--- src/rtl/mem_line_seq_pkg.sv ---
// Shared types for the cache line sequencer.
// State enum, cache-side select encoding and beat helper.
package mem_line_seq_pkg;

  typedef enum logic [1:0] {
    IDLE,
    START,
    XFER,
    GAP
  } state_t;

  typedef enum logic {
    SEL_D = 1'b0,
    SEL_I = 1'b1
  } sel_t;

  localparam int LINE_LENGTH_DEF = 4;
  localparam int BEATS = 2 * LINE_LENGTH_DEF;

  function automatic int beats_of(input int line_length);
    return 2 * line_length;
  endfunction

endpackage

--- src/rtl/mem_line_seq_arb.sv ---
// rr_arb2: two-way round-robin arbiter with lock.
// Ports: clk, reset, req_d/req_i, lock, en, upd/upd_sel (last-served update), gnt/gnt_sel.
module rr_arb2
  import mem_line_seq_pkg::*;
(
  input  logic clk,
  input  logic reset,
  input  logic req_d,
  input  logic req_i,
  input  logic lock,
  input  logic en,
  input  logic upd,
  input  sel_t upd_sel,
  output logic gnt,
  output sel_t gnt_sel
);

  sel_t last_q;

  always_ff @(posedge clk or posedge reset) begin
    if (reset) begin
      last_q <= SEL_D;
    end else if (upd) begin
      last_q <= upd_sel;
    end
  end

  // Lock forces the dcache side; a locked-out icache simply waits.
  always_comb begin
    gnt     = 1'b0;
    gnt_sel = SEL_D;
    if (en) begin
      if (lock) begin
        gnt     = req_d;
        gnt_sel = SEL_D;
      end else if (req_d && req_i) begin
        gnt     = 1'b1;
        gnt_sel = (last_q == SEL_D) ? SEL_I : SEL_D;
      end else if (req_d) begin
        gnt     = 1'b1;
        gnt_sel = SEL_D;
      end else if (req_i) begin
        gnt     = 1'b1;
        gnt_sel = SEL_I;
      end
    end
  end

endmodule

--- src/rtl/mem_line_seq.sv ---
// Sequences whole-line nibble transfers between dcache/icache and memory.
// Ports: d_* dcache side, i_* icache side, mem_* external nibble port.
module mem_line_seq
  import mem_line_seq_pkg::*;
#(
  parameter int LINE_LENGTH = 4,
  parameter int PA = 22,
  parameter int LB = $clog2(LINE_LENGTH)
) (
  input  logic            clk,
  input  logic            reset,
  input  logic            d_req,
  input  logic            d_hit,
  input  logic            d_push,
  input  logic            d_pull,
  input  logic [PA-LB-1:0] d_tag,
  input  logic [3:0]      d_dwrite,
  output logic            d_rstrobe,
  output logic            d_wstrobe,
  output logic [3:0]      d_dread,
  input  logic            i_req,
  input  logic [PA-LB-1:0] i_tag,
  output logic            i_wstrobe,
  output logic [3:0]      i_dread,
  output logic            mem_start,
  output logic            mem_write,
  output logic [PA-LB-1:0] mem_addr,
  output logic [3:0]      mem_wdata,
  input  logic [3:0]      mem_rdata,
  input  logic            mem_beat
);

  localparam int NB = beats_of(LINE_LENGTH);
  localparam int CW = $clog2(NB);
  localparam int AW = PA - LB;

  state_t         state_q, state_d;
  logic [CW-1:0]  cnt_q, cnt_d;
  logic           lock_q, lock_d;
  sel_t           sel_q, sel_d;
  logic           dir_q, dir_d;
  logic [AW-1:0]  addr_q, addr_d;

  logic dreq;
  logic gnt;
  sel_t gnt_sel;
  logic upd;
  logic xfer;

  assign dreq = d_req && !d_hit && (d_push || d_pull);
  assign xfer = (state_q == XFER);

  rr_arb2 u_arb (
    .clk     (clk),
    .reset   (reset),
    .req_d   (dreq),
    .req_i   (i_req),
    .lock    (lock_q),
    .en      (state_q == IDLE),
    .upd     (upd),
    .upd_sel (sel_q),
    .gnt     (gnt),
    .gnt_sel (gnt_sel)
  );

  always_ff @(posedge clk or posedge reset) begin
    if (reset) begin
      state_q <= IDLE;
      cnt_q   <= '0;
      lock_q  <= 1'b0;
      sel_q   <= SEL_D;
      dir_q   <= 1'b0;
      addr_q  <= '0;
    end else begin
      state_q <= state_d;
      cnt_q   <= cnt_d;
      lock_q  <= lock_d;
      sel_q   <= sel_d;
      dir_q   <= dir_d;
      addr_q  <= addr_d;
    end
  end

  always_comb begin
    state_d   = state_q;
    cnt_d     = cnt_q;
    lock_d    = lock_q;
    sel_d     = sel_q;
    dir_d     = dir_q;
    addr_d    = addr_q;
    upd       = 1'b0;
    mem_start = 1'b0;
    mem_write = 1'b0;
    d_rstrobe = 1'b0;
    d_wstrobe = 1'b0;
    i_wstrobe = 1'b0;
    unique case (state_q)
      IDLE: begin
        if (gnt) begin
          sel_d   = gnt_sel;
          dir_d   = (gnt_sel == SEL_D) && d_push;
          addr_d  = (gnt_sel == SEL_D) ? d_tag : i_tag;
          lock_d  = 1'b0;
          state_d = START;
        end
      end
      START: begin
        mem_start = 1'b1;
        mem_write = dir_q;
        state_d   = XFER;
      end
      XFER: begin
        mem_write = dir_q;
        if (mem_beat) begin
          d_rstrobe = (sel_q == SEL_D) && dir_q;
          d_wstrobe = (sel_q == SEL_D) && !dir_q;
          i_wstrobe = (sel_q == SEL_I);
          if (cnt_q == CW'(NB - 1)) begin
            cnt_d   = '0;
            upd     = 1'b1;
            state_d = GAP;
          end else begin
            cnt_d = cnt_q + CW'(1);
          end
        end
      end
      GAP: begin
        // A writeback must be followed by its own fill.
        lock_d  = (sel_q == SEL_D) && dir_q;
        state_d = IDLE;
      end
      default: state_d = IDLE;
    endcase
  end

  assign mem_addr  = (state_q == START || xfer) ? addr_q : '0;
  assign mem_wdata = (xfer && dir_q) ? d_dwrite : '0;
  assign d_dread   = (xfer && sel_q == SEL_D && !dir_q)
                     ? mem_rdata : '0;
  assign i_dread   = (xfer && sel_q == SEL_I) ? mem_rdata : '0;

endmodule

--- config.mk ---
export PLATFORM = sky130hd
export DESIGN_NAME = mem_line_seq
export DESIGN_NICKNAME = d
export VERILOG_FILES = /design/src/rtl/mem_line_seq_pkg.sv /design/src/rtl/mem_line_seq_arb.sv /design/src/rtl/mem_line_seq.sv
export SDC_FILE = /design/constraint.sdc
export NUM_CORES = 1
export LEC_CHECK = 0
export CAP_MARGIN = 10
export CELL_PAD_IN_SITES_DETAIL_PLACEMENT = 0
export CELL_PAD_IN_SITES_GLOBAL_PLACEMENT = 1
export CORE_MARGIN = 2
export CORE_UTILIZATION = 29
export DETAILED_ROUTE_END_ITERATION = 16
export HOLD_SLACK_MARGIN = 0.06
export PLACE_DENSITY = 0.83
export SKIP_CTS_REPAIR_TIMING = 1
export SLEW_MARGIN = 40
export SYNTH_ARGS = -nofsm -noshare
export SYNTH_HDL_FRONTEND = slang
export SYNTH_SLANG_ARGS = --single-unit
--- constraint.sdc ---
create_clock -name clk -period 2.1 [get_ports clk]
set_input_delay 0.525 -clock clk [delete_from_list [all_inputs] [get_ports clk]]
set_output_delay 0.525 -clock clk [all_outputs]
set_load 0.02 [all_outputs]
==> results.md, run 1 <==
- P_leak: 1.26 nW
- Final worst-path cycle share: 1.00
- Clock insertion delay at the later pin of the skew report: 0.27 ns
- Critical Path Source Type: flop
- Highest achievable clock rate: 0.476 GHz
- Routed length per placed instance: 13.4 um
- Number of levels the H-tree was split into: 2
- Ratio of total power to cell area: 1420 nW/um^2
- Fraction of post-synthesis cell area in the top cell type by area: 0.419
- Count of flip-flops with a built-in enable after synthesis: 0
- Die W: 81.3 um
- Worst setup path class: flop to output pin
- Endpoint class of the critical path: output pin
- Total inserted antenna cells: 0
- Max IR drop VDD: 0.700 mV
- Mean Syn Cell Area: 10.9 sq um
- # fillers: 590
- Tightest slew margin relative to the limit: 0.746
- Fraction of layout instances using a drive strength above 1: 0.294
- Number of iterations in the first detailed-routing pass: 4
- Ranking of synthesized cells by instance count: sky130_fd_sc_hd__dfrtp_1, sky130_fd_sc_hd__and2_1, sky130_fd_sc_hd__or2_1
- Post-route worst setup slack: -0.0000816 ns
- Largest net degree at the start of global routing: 30
- Clock tree buffer depth: 2
- Wire length of the first global-routing pass: 7.25 mm
- Final hold slack: 0.490 ns
- Flip-flop and latch count after synthesis: 29
- FFs w/ async S/R, synth: 1.00
- Final design area excluding fillers: 2840 sq um
- Cell count after synthesis: 159
- Total vias in the final route: 1559
- Vias in the first global route: 1508
- Critical path's largest stage delay: 0.42 ns
- Y dimension of the die: 81.3 um
- Global placer's final weighted congestion: 0.768
- Relative area change from synthesis to final layout: 63.7%
- Cell type group with the largest total delay on the critical path: buffers and inverters
- Violated checks: negative setup slack
- Layout Skew: 0.00874 ns
- Overall die area: 6610 sq um
- Area of the mapped netlist: 1730 sq um
- Final worst path period need: 2.10 ns
- CTS sink cnt: 29
- GR Overflow Total: 0
- Run status: finished, violations left
- Combined flip-flop and latch cell area: 726 sq um
- Critical Path Fanout Max: 5
- TritonCTS clock tree: built
- Port bufs: 92
- Effective utilization at floorplan: 0.296
- Detailed Place HPWL: 3.52 mm
- Required time worst endpoint: 1.57 ns
- Critical Path Slowest Stage Cell: sky130_fd_sc_hd__dfrtp_1
- Site Rows: 28
- Data arrival time of the critical path: 1.58 ns
- CP Cell Sequence: buf_6, ha_4, nor3b_2, buf_4, and2_1, buf_2
- Net count reported at finish: 331
- Most frequent cell after synthesis: sky130_fd_sc_hd__dfrtp_1
- Aggregate global-route resource usage: 0.145
- Detail Route Antenna Nets: 0
- Net count of the mapped netlist: 222
- Syn. warnings: 0
- Distinct cell type count after synthesis: 35
- Number of maximum-capacitance constraint violations: 0
- Core outline area: 5850 sq um
- CP bufs+invs: 3
- Final Max Tran Viols: 0
- Clock Pin Slew Worst Setup and Hold Paths: 0.07 ns
- Pin slew with the least headroom to its limit: 0.381 ns
- Sequential cell area fraction in the yosys report: 0.419
- RSZ-0062 raised after global routing: yes
- Cell types occupying the most area after synthesis: sky130_fd_sc_hd__dfrtp_1, sky130_fd_sc_hd__o221a_1, sky130_fd_sc_hd__and2_1
- Hold Vio Cnt, Final: 0
- Library cell occupying the most area in the post-synthesis netlist: sky130_fd_sc_hd__dfrtp_1
- CTS Buf Count: 5
- Setup Slack @ Placement: -0.326 ns
- Most common flop cell mapped by yosys: sky130_fd_sc_hd__dfrtp_1
- DRC violations left: 0
- Average via count per standard cell: 4.53
- Area taken by multi-input logic gates: 942 sq um
- CTS root buffer: sky130_fd_sc_hd__clkbuf_8
- Antenna violations before repair: 0
- Cell area after placement: 2850 sq um
- Total detailed-routing wirelength: 4.61 mm
- Final setup violating endpoints: 1
- Worst min path class: flop to flop
- Violation count after the first detailed-route iteration: 50
- Top Ports: 93
## per-layer routing
metal  routed length [um]  GRT usage  share of wire
met1                 2060      0.186           0.45
met5                    0          0              0
met2                 2200      0.234           0.48
met3                  329     0.0422          0.071
met4                   15     0.0458         0.0033
## cell usage in the layout, fill, tap and decap left out, types with 2 or more instances in the layout
master and instances:
sky130_fd_sc_hd__buf_2 2, sky130_fd_sc_hd__o21ai_0 3, sky130_fd_sc_hd__buf_12 3, sky130_fd_sc_hd__clkinv_2 2
sky130_fd_sc_hd__and2_1 25, sky130_fd_sc_hd__nor3_1 2, sky130_fd_sc_hd__ha_1 5, sky130_fd_sc_hd__inv_1 5
sky130_fd_sc_hd__o221a_1 19, sky130_fd_sc_hd__ha_4 2, sky130_fd_sc_hd__nor2_1 2, sky130_fd_sc_hd__or2_1 20
sky130_fd_sc_hd__clkbuf_2 28, sky130_fd_sc_hd__dlymetal6s2s_1 2, sky130_fd_sc_hd__and3_1 9, sky130_fd_sc_hd__a21oi_1 2
sky130_fd_sc_hd__clkdlybuf4s50_1 55, sky130_fd_sc_hd__mux2_2 2, sky130_fd_sc_hd__clkbuf_8 5, sky130_fd_sc_hd__buf_4 17
sky130_fd_sc_hd__nand2_1 3, sky130_fd_sc_hd__buf_6 5, sky130_fd_sc_hd__dfrtp_1 29
## where the power goes
part | total (mW) | leakage, nW | internal [mW] | switching [mW]
logic | 2.62 | 0.885 | 1.28 | 1.34
clock network | 0.437 | 0.0450 | 0.229 | 0.208
registers | 0.966 | 0.331 | 0.823 | 0.143
## kinds of logic (layout without fill, tap and decap cells)
| logic type | after synthesis | in the layout | share of synthesized area |
|---|---|---|---|
| adder cells (fa/ha/maj) | 7 | 7 | 0.0505 |
| flip-flops | 29 | 29 | 0.419 |
| AO/OA/AOI/OAI | 33 | 33 | 0.196 |
| buffers and inverters | 16 | 126 | 0.0563 |
| multiplexers | 3 | 3 | 0.0195 |
| AND/OR/NAND/NOR | 71 | 71 | 0.258 |
## final cells by class
class,count,area share
tap,75,0.0331
clock buffer,6,0.0256
clock inverter,2,0.00353
multi-input combinational,114,0.332
inverter,6,0.00794
timing repair buffer,112,0.342
sequential,29,0.256
## worst register-to-register path, stage by stage (launching register included)
cell and delay, ns:
sky130_fd_sc_hd__dfrtp_1 0.42, sky130_fd_sc_hd__inv_1 0.12, sky130_fd_sc_hd__buf_4 0.12, sky130_fd_sc_hd__ha_1 0.32
sky130_fd_sc_hd__o311ai_2 0.19, sky130_fd_sc_hd__buf_12 0.19, sky130_fd_sc_hd__or2_1 0.21, sky130_fd_sc_hd__o221a_2 0.12
## worst paths after layout
check	startpoint	to	slack [ns]	depth (start not counted)
worst max-delay path	state_q[1]	d_wstrobe	-0.00008	6
worst min-delay path	cnt_q[1]	cnt_q[1]	0.49	2
worst max register to register	state_q[1]	addr_q[0]	0.29	7
worst min register to register	cnt_q[1]	cnt_q[1]	0.49	2
max in group asynchronous	reset	addr_q[18]	1.19	3
min in group asynchronous	reset	sel_q	0.63	3
## flip-flops by register name, indices dropped and copies added (netlist names)
signal and count:
addr_q 20, cnt_q 3, dir_q 1, u_arb.last_q 1, state_q 2, sel_q 1
lock_q 1
## through the flow
step	util	setup TNS [ns]	power, mW	cells
after floorplan	-	0	2.54	159
after global placement	0.486	-3.94	3.86	334
after detailed placement	0.486	-4.48	3.90	334
after CTS	0.500	-14.32	4.35	342
after global routing	0.485	-0.281	4.36	344
final	0.485	-0.0000816	4.02	344
Power figures use the tool's default switching activity.
==> inputs of run 2 (changes only) <==
- CORE_MARGIN: 2 -> unset
==> results.md, run 2 (synthesis results as in run 1) <==
- Data arrival time of the critical path: 1.62 ns (+0.04 ns)
- P_leak: 1.28 nW (+1.2%)
- Tightest slew margin relative to the limit: 0.745 (about the same)
- Total inserted antenna cells: 0 (unchanged)
- Required time worst endpoint: 1.57 ns (about the same)
- Most frequent cells in the layout: sky130_fd_sc_hd__clkdlybuf4s50_1, sky130_fd_sc_hd__clkbuf_2, sky130_fd_sc_hd__dfrtp_1
- TritonCTS clock tree: built
- Number of levels the H-tree was split into: 2 (unchanged)
- Relative area change from synthesis to final layout: 63.1%
- CP bufs+invs: 3 (unchanged)
- Core utilization of the finished layout: 0.501 (+0.0162)
- Clock insertion delay at the later pin of the skew report: 0.27 ns (about the same)
- Layout Skew: 0.00342 ns (-0.00532 ns)
- Registers with the highest flip-flop counts: addr_q (20), cnt_q (3), state_q (2)
- Post-route worst setup slack: -0.0497 ns (-0.0496 ns)
- Fraction of layout instances using a drive strength above 1: 0.289 (-0.00479)
- Detail Route Antenna Nets: 0 (unchanged)
- Top Ports: 93 (unchanged)
- Number of maximum-capacitance constraint violations: 0 (unchanged)
- Violated checks: negative setup slack
- Largest net degree at the start of global routing: 30 (unchanged)
- Detailed Place HPWL: 3.56 mm (+1.3%)
- Biggest register: addr_q
- Wire length of the first global-routing pass: 7.60 mm (+4.8%)
- CTS root buffer: sky130_fd_sc_hd__clkbuf_8
- Y dimension of the die: 79.3 um (-2.5%)
- Max IR drop VDD: 0.770 mV (+10%)
- Critical path's largest stage delay: 0.38 ns (-0.04 ns)
- Global placer's final weighted congestion: 0.745 (-3.0%)
- Final worst path period need: 2.15 ns (+0.0496 ns)
- Worst min path class: flop to flop
- Net count reported at finish: 332 (+0.30%)
- Total vias in the final route: 1574 (+0.96%)
- Combined flip-flop and latch cell area: 726 sq um (unchanged)
- Endpoint class of the critical path: output pin
- Overall die area: 6290 sq um (-4.9%)
- Ratio of total power to cell area: 1460 nW/um^2 (+2.7%)
- Critical Path Fanout Max: 5 (unchanged)
- CTS sink cnt: 29 (unchanged)
- Final hold slack: 0.489 ns (-0.00111 ns)
- Die W: 79.3 um (-2.5%)
- Aggregate global-route resource usage: 0.157 (+0.0122)
- Core outline area: 5640 sq um (-3.6%)
- Final Max Tran Viols: 0 (unchanged)
- Vias in the first global route: 1612 (+6.9%)
- Most frequent standard cell in the layout excluding fill and tap cells: sky130_fd_sc_hd__clkdlybuf4s50_1
- Cell type group with the largest total delay on the critical path: buffers and inverters
- Routed length per placed instance: 13.8 um (+2.8%)
- Number of flip-flops under the largest register name: 20 (unchanged)
- GR Overflow Total: 0 (unchanged)
- Run status: finished, violations left
- Final total power: 4.12 mW (+2.3%)
- Worst setup path class: flop to output pin
- Critical Path Source Type: flop
- Final worst-path cycle share: 1.02 (+0.0236)
- Antenna violations before repair: 0 (unchanged)
- CP Cell Sequence: inv_1, ha_2, nor3b_2, buf_4, and2_1, clkbuf_2
- Clock tree buffer depth: 2 (unchanged)
- Site Rows: 27 (-3.6%)
- Average via count per standard cell: 4.60 (+1.6%)
- RSZ-0062 raised after global routing: yes
- CTS Buf Count: 5 (unchanged)
- Critical Path Slowest Stage Cell: sky130_fd_sc_hd__dfrtp_1
- Pin slew with the least headroom to its limit: 0.382 ns (+0.000995 ns)
- # fillers: 542 (-8.1%)
- Area taken by multi-input logic gates: 922 sq um (-2.1%)
- Number of iterations in the first detailed-routing pass: 4 (unchanged)
- Port bufs: 92 (unchanged)
- Clock Pin Slew Worst Setup and Hold Paths: 0.06 ns (about the same)
- Hold Vio Cnt, Final: 0 (unchanged)
- Effective utilization at floorplan: 0.307 (+0.0110)
- Violation count after the first detailed-route iteration: 71 (+42%)
- Final setup violating endpoints: 6 (+5)
- Highest achievable clock rate: 0.465 GHz (-2.3%)
- Total detailed-routing wirelength: 4.71 mm (+2.2%)
- DRC violations left: 0 (unchanged)
-- run 2: path summary, 6_finish.rpt --
| path | start | end | slack, ns | cells after the start |
|---|---|---|---|---|
| min in group asynchronous | reset | cnt_q[0] | 0.63 | 3 |
| min | cnt_q[1] | cnt_q[1] | 0.49 | 2 |
| min reg2reg | cnt_q[1] | cnt_q[1] | 0.49 | 2 |
| max reg2reg | state_q[0] | addr_q[0] | 0.31 | 7 |
| max in group asynchronous | reset | addr_q[5] | 1.19 | 3 |
| max | state_q[0] | d_wstrobe | -0.05 | 6 |
-- run 2: power breakdown --
part	internal, mW	switching [mW]
clock network	0.386	0.210
registers	0.823	0.145
logic	1.22	1.33
total	2.43	1.69
-- run 2: routing by layer --
layer | track usage | share of wire
met5 | 0 | 0
met2 | 0.247 | 0.50
met1 | 0.213 | 0.44
met4 | 0.0382 | 0.0059
met3 | 0.0402 | 0.050
-- run 2: cell type report --
cell class                 instances  share of cell area
sequential                        29               0.257
clock inverter                     1              0.0106
inverter                           6             0.00797
timing repair buffer             113               0.336
multi-input combinational        114               0.326
clock buffer                       7              0.0305
tap                               72              0.0319
-- run 2: stage by stage --
step | setup slack [ns] | cells | TNS [ns] | cell area, sq um
global placement | -0.337 | 334 | -4.43 | 2860
finish | -0.0497 | 342 | -0.234 | 2830
floorplan | 0.260 | 159 | 0 | 1730
global route | -0.150 | 342 | -1.82 | 2830
CTS | -0.531 | 342 | -14.92 | 2980
detailed placement | -0.364 | 334 | -4.55 | 2860
-- run 2: worst min-delay path, stage by stage (launching register included) --
cell	delay, ns
sky130_fd_sc_hd__dfrtp_1	0.35
sky130_fd_sc_hd__nand2_1	0.05
sky130_fd_sc_hd__o21ai_0	0.06
